### config.mk
export PLATFORM = sky130hd
export DESIGN_NAME = pc_select
export DESIGN_NICKNAME = d
export VERILOG_FILES = /design/src/rtl/pc_select.sv
export SDC_FILE = /design/constraint.sdc
export NUM_CORES = 1
export LEC_CHECK = 0
export CORE_AREA = 3 3 180 182
export DETAILED_ROUTE_END_ITERATION = 8
export DIE_AREA = 0 0 183 185
export MAX_ROUTING_LAYER = met4
export PLACE_DENSITY = 0.51
export SETUP_SLACK_MARGIN = 0.15
export SLEW_MARGIN = 0
export SYNTH_ARGS = -nofsm -noshare
export SYNTH_HDL_FRONTEND = slang
export SYNTH_SLANG_ARGS = --single-unit
### constraint.sdc
create_clock -name clk -period 5.1 [get_ports clk]
set_input_delay 0.51 -clock clk [delete_from_list [all_inputs] [get_ports clk]]
set_output_delay 0.51 -clock clk [all_outputs]
set_load 0.02 [all_outputs]
### src/rtl/pc_select.sv
// rtl/pc_select.sv - Y86-64 next-PC selection with static jump prediction, ret wait and halt freeze
// Optional backward-taken/forward-not-taken jxx prediction: define PC_SELECT_BTFN_EN.

module pc_select_sat_cnt #(
    parameter int W = 32
) (
    input  logic         clk,
    input  logic         reset,
    input  logic         inc,
    output logic [W-1:0] count
);

    always_ff @(posedge clk) begin
        if (reset) begin
            count <= '0;
        end else if (inc && (count != '1)) begin
            count <= count + 1'b1;
        end
    end

endmodule

module pc_select #(
    parameter int CNT_W = 32
) (
    input  logic             clk,
    input  logic             reset,
    input  logic [63:0]      pc_out,
    input  logic [3:0]       f_icode,
    input  logic             f_valid,
    input  logic [63:0]      f_valc,
    input  logic [63:0]      f_valp,
    input  logic             stall_f,
    input  logic             m_mispredict,
    input  logic [63:0]      m_vala,
    input  logic             w_ret,
    input  logic [63:0]      w_valm,
    output logic [63:0]      pc_in,
    output logic             fetch_hold,
    output logic             redirect,
    output logic [CNT_W-1:0] mispredict_cnt,
    output logic [CNT_W-1:0] ret_stall_cnt
);

    localparam logic [3:0] ICODE_HALT = 4'h0;
    localparam logic [3:0] ICODE_JXX  = 4'h7;
    localparam logic [3:0] ICODE_CALL = 4'h8;
    localparam logic [3:0] ICODE_RET  = 4'h9;

    typedef enum logic [1:0] {
        ST_RUN      = 2'd0,
        ST_RET_WAIT = 2'd1,
        ST_HALT     = 2'd2
    } state_t;

    state_t state;
    state_t state_nxt;

    logic        jxx_taken;
    logic [63:0] predict_pc;
    state_t      predict_state;
    logic        mis_inc;
    logic        ret_inc;

`ifdef PC_SELECT_BTFN_EN
    // Backward branches (loops) are the ones worth predicting taken.
    assign jxx_taken = (f_valc <= pc_out);
`else
    assign jxx_taken = 1'b1;
`endif

    // Static prediction for the instruction currently being fetched.
    always_comb begin
        predict_pc    = f_valp;
        predict_state = ST_RUN;
        if (!f_valid || (f_icode == ICODE_HALT)) begin
            predict_pc    = pc_out;
            predict_state = ST_HALT;
        end else begin
            case (f_icode)
                ICODE_RET: begin
                    predict_pc    = f_valp;
                    predict_state = ST_RET_WAIT;
                end
                ICODE_CALL: predict_pc = f_valc;
                ICODE_JXX:  predict_pc = jxx_taken ? f_valc : f_valp;
                default:    predict_pc = f_valp;
            endcase
        end
    end

    always_ff @(posedge clk) begin
        if (reset) begin
            state <= ST_RUN;
        end else begin
            state <= state_nxt;
        end
    end

    always_comb begin
        pc_in      = pc_out;
        fetch_hold = 1'b0;
        redirect   = 1'b0;
        state_nxt  = state;
        mis_inc    = 1'b0;
        ret_inc    = 1'b0;

        if (reset) begin
            pc_in     = 64'd0;
            state_nxt = ST_RUN;
        end else if (m_mispredict) begin
            // A mispredict also cancels any wrong-path ret or halt.
            pc_in     = m_vala;
            redirect  = 1'b1;
            state_nxt = ST_RUN;
            mis_inc   = 1'b1;
        end else begin
            case (state)
                ST_RET_WAIT: begin
                    if (w_ret) begin
                        pc_in     = w_valm;
                        redirect  = 1'b1;
                        state_nxt = ST_RUN;
                    end else begin
                        pc_in      = pc_out;
                        fetch_hold = 1'b1;
                        ret_inc    = 1'b1;
                    end
                end
                ST_HALT: begin
                    pc_in      = pc_out;
                    fetch_hold = 1'b1;
                end
                ST_RUN: begin
                    if (stall_f) begin
                        pc_in = pc_out;
                    end else begin
                        pc_in     = predict_pc;
                        state_nxt = predict_state;
                    end
                end
                default: begin
                    pc_in      = pc_out;
                    fetch_hold = 1'b1;
                    state_nxt  = ST_RUN;
                end
            endcase
        end
    end

    pc_select_sat_cnt #(.W(CNT_W)) u_mispredict_cnt (
        .clk   (clk),
        .reset (reset),
        .inc   (mis_inc),
        .count (mispredict_cnt)
    );

    pc_select_sat_cnt #(.W(CNT_W)) u_ret_stall_cnt (
        .clk   (clk),
        .reset (reset),
        .inc   (ret_inc),
        .count (ret_stall_cnt)
    );

endmodule

==> summary.txt <==
Detailed routing
  – Number of violations reported at the end of detailed-routing iteration 0: 552
  – DRT antenna net count: 0
  – Total number of vias: about 8,300
  – Final wirelength: between 30,000 and 40,000 um
  – Average wire per cell in the routed design: 23.75 um
  – Initial DRT Pass Iterations: 5
  – Ratio of routed vias to standard cells: 5.101
  – Total DRC errors in the routed layout: 0

Setup path
  – Library cell contributing the largest single delay on the critical path: clkdlybuf4s50_1
  – Highest net fanout along the worst path: 19
  – Cell type group with the largest total delay on the critical path: buffers and inverters
  – Minimum setup slack among reg-to-reg paths: 2.39 ns
  – Critical Setup Path Class: in -> out
  – Cell breakdown of the critical path: clkdlybuf4s50_1 > or3b_1 > o22ai_4 > buf_4 > mux2_2 > nand2_1 > a221oi_1 > clkdlybuf4s50_1
  – Critical Path RT: 4.59 ns
  – Cell repeated most along the worst path: clkdlybuf4s50_1
  – Worst Setup Start Kind: input pin
  – Maximum cell stage delay along the critical path: ~0.68 ns
  – Number of buffers and inverters on the critical path: 3
  – Endpoint type of the worst setup path: output port
  – Data arrival time of the worst path: 3.70 ns

Clock network
  – Clock Path Buffers: 2
  – Number of resized instances in the post-cts repair step: 0
  – Clock slew at reported path FFs: 0.05 ns
  – TritonCTS buffer count: 9
  – Clock insertion delay at the later pin of the skew report: 0.34 ns
  – Post-CTS Repair Setup Buffers: 0
  – Max H-tree Level: 3
  – CTS tree: done
  – Post-cts hold buffer count: 0
  – Clock sink total: between 60 and 70
  – Cell chosen for the clock root: clkbuf_16

GRT
  – Number of global-route vias before repair: 7,867
  – Overall overflow remaining after global route: 0
  – Wire length of the first global-routing pass: 52,950 um
  – Largest net degree at the start of global routing: slightly below 80
  – Antenna violations before repair: 23
  – All-Layer GR Usage: ~22%

Run
  – Number of maximum-capacitance violations: 0

Placement
  – Half-perimeter wire length after detailed placement: 31,710 um
  – Total of buffers placed on input and output ports: 459
  – Final GP Congestion: 0.9134

Die
  – Height of the chip: 185 um
  – I/O Pins: 460
  – Core footprint: 30,750 sq um
  – Die area: 33,860 sq um
  – Initial cell density of the core: 19.80%
  – Site row count: 64
  – Die X: approximately 180 um

Yosys
  – Share of synthesized area occupied by flip-flops and latches: 21.70%
  – Multiplexer area fraction after synthesis: between 10% and 20%
  – Largest family of logic cells by synthesized area: compound AO/OA/AOI/OAI gates
  – Most used flip-flop cell after synthesis: dfxtp_1
  – Cell accounting for the most synthesized area: dfxtp_1
  – Number of nets produced by synthesis: around 1,100
  – Gate count of the mapped netlist: 794
  – Async S/R FF share, synth: 0%
  – Per-instance average area after synthesis: 7.670 sq um
  – Post-Synthesis Cell Area: 6090 sq um
  – Synthesized-area fraction occupied by ao, oa, aoi and oai cells: 30.45%
  – Post-synth EDFFs: 0
  – Simple-gate area share of the yosys netlist: between 20% and 30%
  – FF+latch count, synth: 66
  – Arithmetic-cell share of the synthesized area counting full adders, half adders and majority gates: less than 1%
  – Xor/xnor cell area share of the yosys netlist: less than 1%
  – Syn. warnings: 0
  – Number of distinct standard cells referenced by the synthesized netlist: 55
  – Top cells by area, synth: dfxtp_1 (22%), a221oi_1 (18%), mux2_2 (13%)
  – Yosys top cell area share: 21.70%

Layout
  – Count of nets after finishing: 1,541
  – Share of the core filled with cells in the final layout: 36.94%
  – Layout area overhead: 86.54%
  – Area occupied by multi-input gates: 4168 sq um
  – Fraction of final layout cells sized beyond drive strength 1: 9.885%
  – Layout fillers: 3,229
  – Storage element area: 1321 sq um

Hold path
  – Classification of the worst-slack hold path: reg -> reg

STA
  – Max-slew violation count: 0
  – RSZ-0062 raised after global routing: no
  – Max Clock Skew: roughly 0.012 ns
  – Tightest slew margin relative to the limit: 30.00%
  – Final Hold Viols: 0
  – Hold slack final: 0.4879 ns
  – Final total negative setup slack: 0 ns
  – Final setup violation count: 0
  – Slew at the pin with the worst max-slew slack: 1.042 ns
  – Upper clock frequency limit: 237.6 MHz
  – Post-layout minimum cycle time: around 4.2 ns
  – Fin crit share: 82.53%

Power and ir drop
  – Worst vdd rail ir drop: 0.1234 mV
  – Pwr per Cell Area: roughly 160 nW/um^2
  – Pleak: 3.829 nW
  – Total power draw: 0.001821 W

Run status
  – Status: finished, final reports clean
==> flip-flops by register name, indices dropped and copies added, names as in the netlist <==
| register | flops |
|---|---|
| u_mispredict_cnt.count | 32 |
| u_ret_stall_cnt.count | 32 |
| state | 2 |
==> routing by layer <==
layer,wire length [um],global-route usage [%]
met3,2937,6.402
met2,19140,35.20
met1,15630,26.28
met5,0,-
met4,934,7.038
==> worst min-delay path, stage by stage, from the launching register on <==
cell and delay (ns):
dfxtp_1 0.32, o31ai_1 0.06, a21oi_1 0.05
==> Yosys cell counts (3+ instances only) <==
| cell type | count |
|---|---|
| nand3b_1 | 3 |
| o311ai_0 | 4 |
| nor2b_1 | 6 |
| or3_1 | 22 |
| nand3_1 | 22 |
| or4_1 | 20 |
| buf_6 | 7 |
| dfxtp_1 | 66 |
| nor2_1 | 21 |
| nor4_1 | 7 |
| clkbuf_1 | 43 |
| and2_1 | 7 |
| a221oi_1 | 128 |
| inv_1 | 72 |
| mux2_2 | 69 |
| and3_1 | 6 |
| and4_1 | 10 |
| xnor2_1 | 3 |
| or3_2 | 3 |
| o31ai_1 | 22 |
| nand4_1 | 20 |
| nor3_1 | 6 |
| nand2_1 | 94 |
| a21oi_1 | 50 |
| o41ai_1 | 5 |
| o211ai_1 | 3 |
| buf_2 | 18 |
| o21ai_0 | 24 |
==> area by class of cell <==
class	instances	share of cell area, %
Antenna cell	17	0.3745
Inverter	73	2.412
Timing Repair Buffer	474	41.83
Clock inverter	4	0.4406
Multi-Input combinational cell	585	36.69
Sequential cell	66	11.63
Tap cell	396	4.362
Clock buffer	12	2.258
==> worst paths after layout <==
kind                                            end                                    from  cells after the start
min reg2reg  u_ret_stall_cnt.count[19]$_SDFFE_PP0P_  u_ret_stall_cnt.count[19]$_SDFFE_PP0P_                      2
max reg2reg  u_mispredict_cnt.count[0]$_SDFFE_PP0P_  u_mispredict_cnt.count[5]$_SDFFE_PP0P_                      5
min          u_ret_stall_cnt.count[19]$_SDFFE_PP0P_  u_ret_stall_cnt.count[19]$_SDFFE_PP0P_                      2
max                                       pc_in[28]                              f_icode[3]                      8
==> kinds of logic after synthesis <==
group                      after synthesis
DFF                                     66
AOI/OAI and AO/OA                      246
buffers and inverters                  143
adders and majority gates                2
and+or+nand+nor                        264
xor gates and xnor gates                 3
muxes                                   70
==> through the flow <==
| step | worst slack, ns | std cells | area (sq um) |
|---|---|---|---|
| after global placement | 0.9301 | 1594 | 11010 |
| after CTS | 0.8939 | 1610 | 11320 |
| after detailed placement | 0.9013 | 1594 | 11010 |
| after global routing | 0.7352 | 1626 | 11360 |
| after floorplan | 2.302 | 794 | 6090 |
| final | 0.8911 | 1627 | 11360 |
==> layout by cell type (no fill, tap or decap), drive strengths merged, types with 12 or more instances in the layout <==
cell type	n
o21ai	25
o31ai	22
buf	17
dfxtp	66
a221oi	128
nand2	94
nand3	23
mux2	69
or3	26
a21oi	50
or4	21
inv	72
nor2	22
clkdlybuf4s50	457
nand4	21
diode	17
clkbuf	12
==> power by group <==
part | internal, W | switching [W]
sequential | 0.000517 | 0.00000317
clock | 0.000405 | 0.000248
combinational | 0.000379 | 0.000268
total | 0.00130 | 0.000519
No activity file was read; power rests on OpenSTA's default activity.
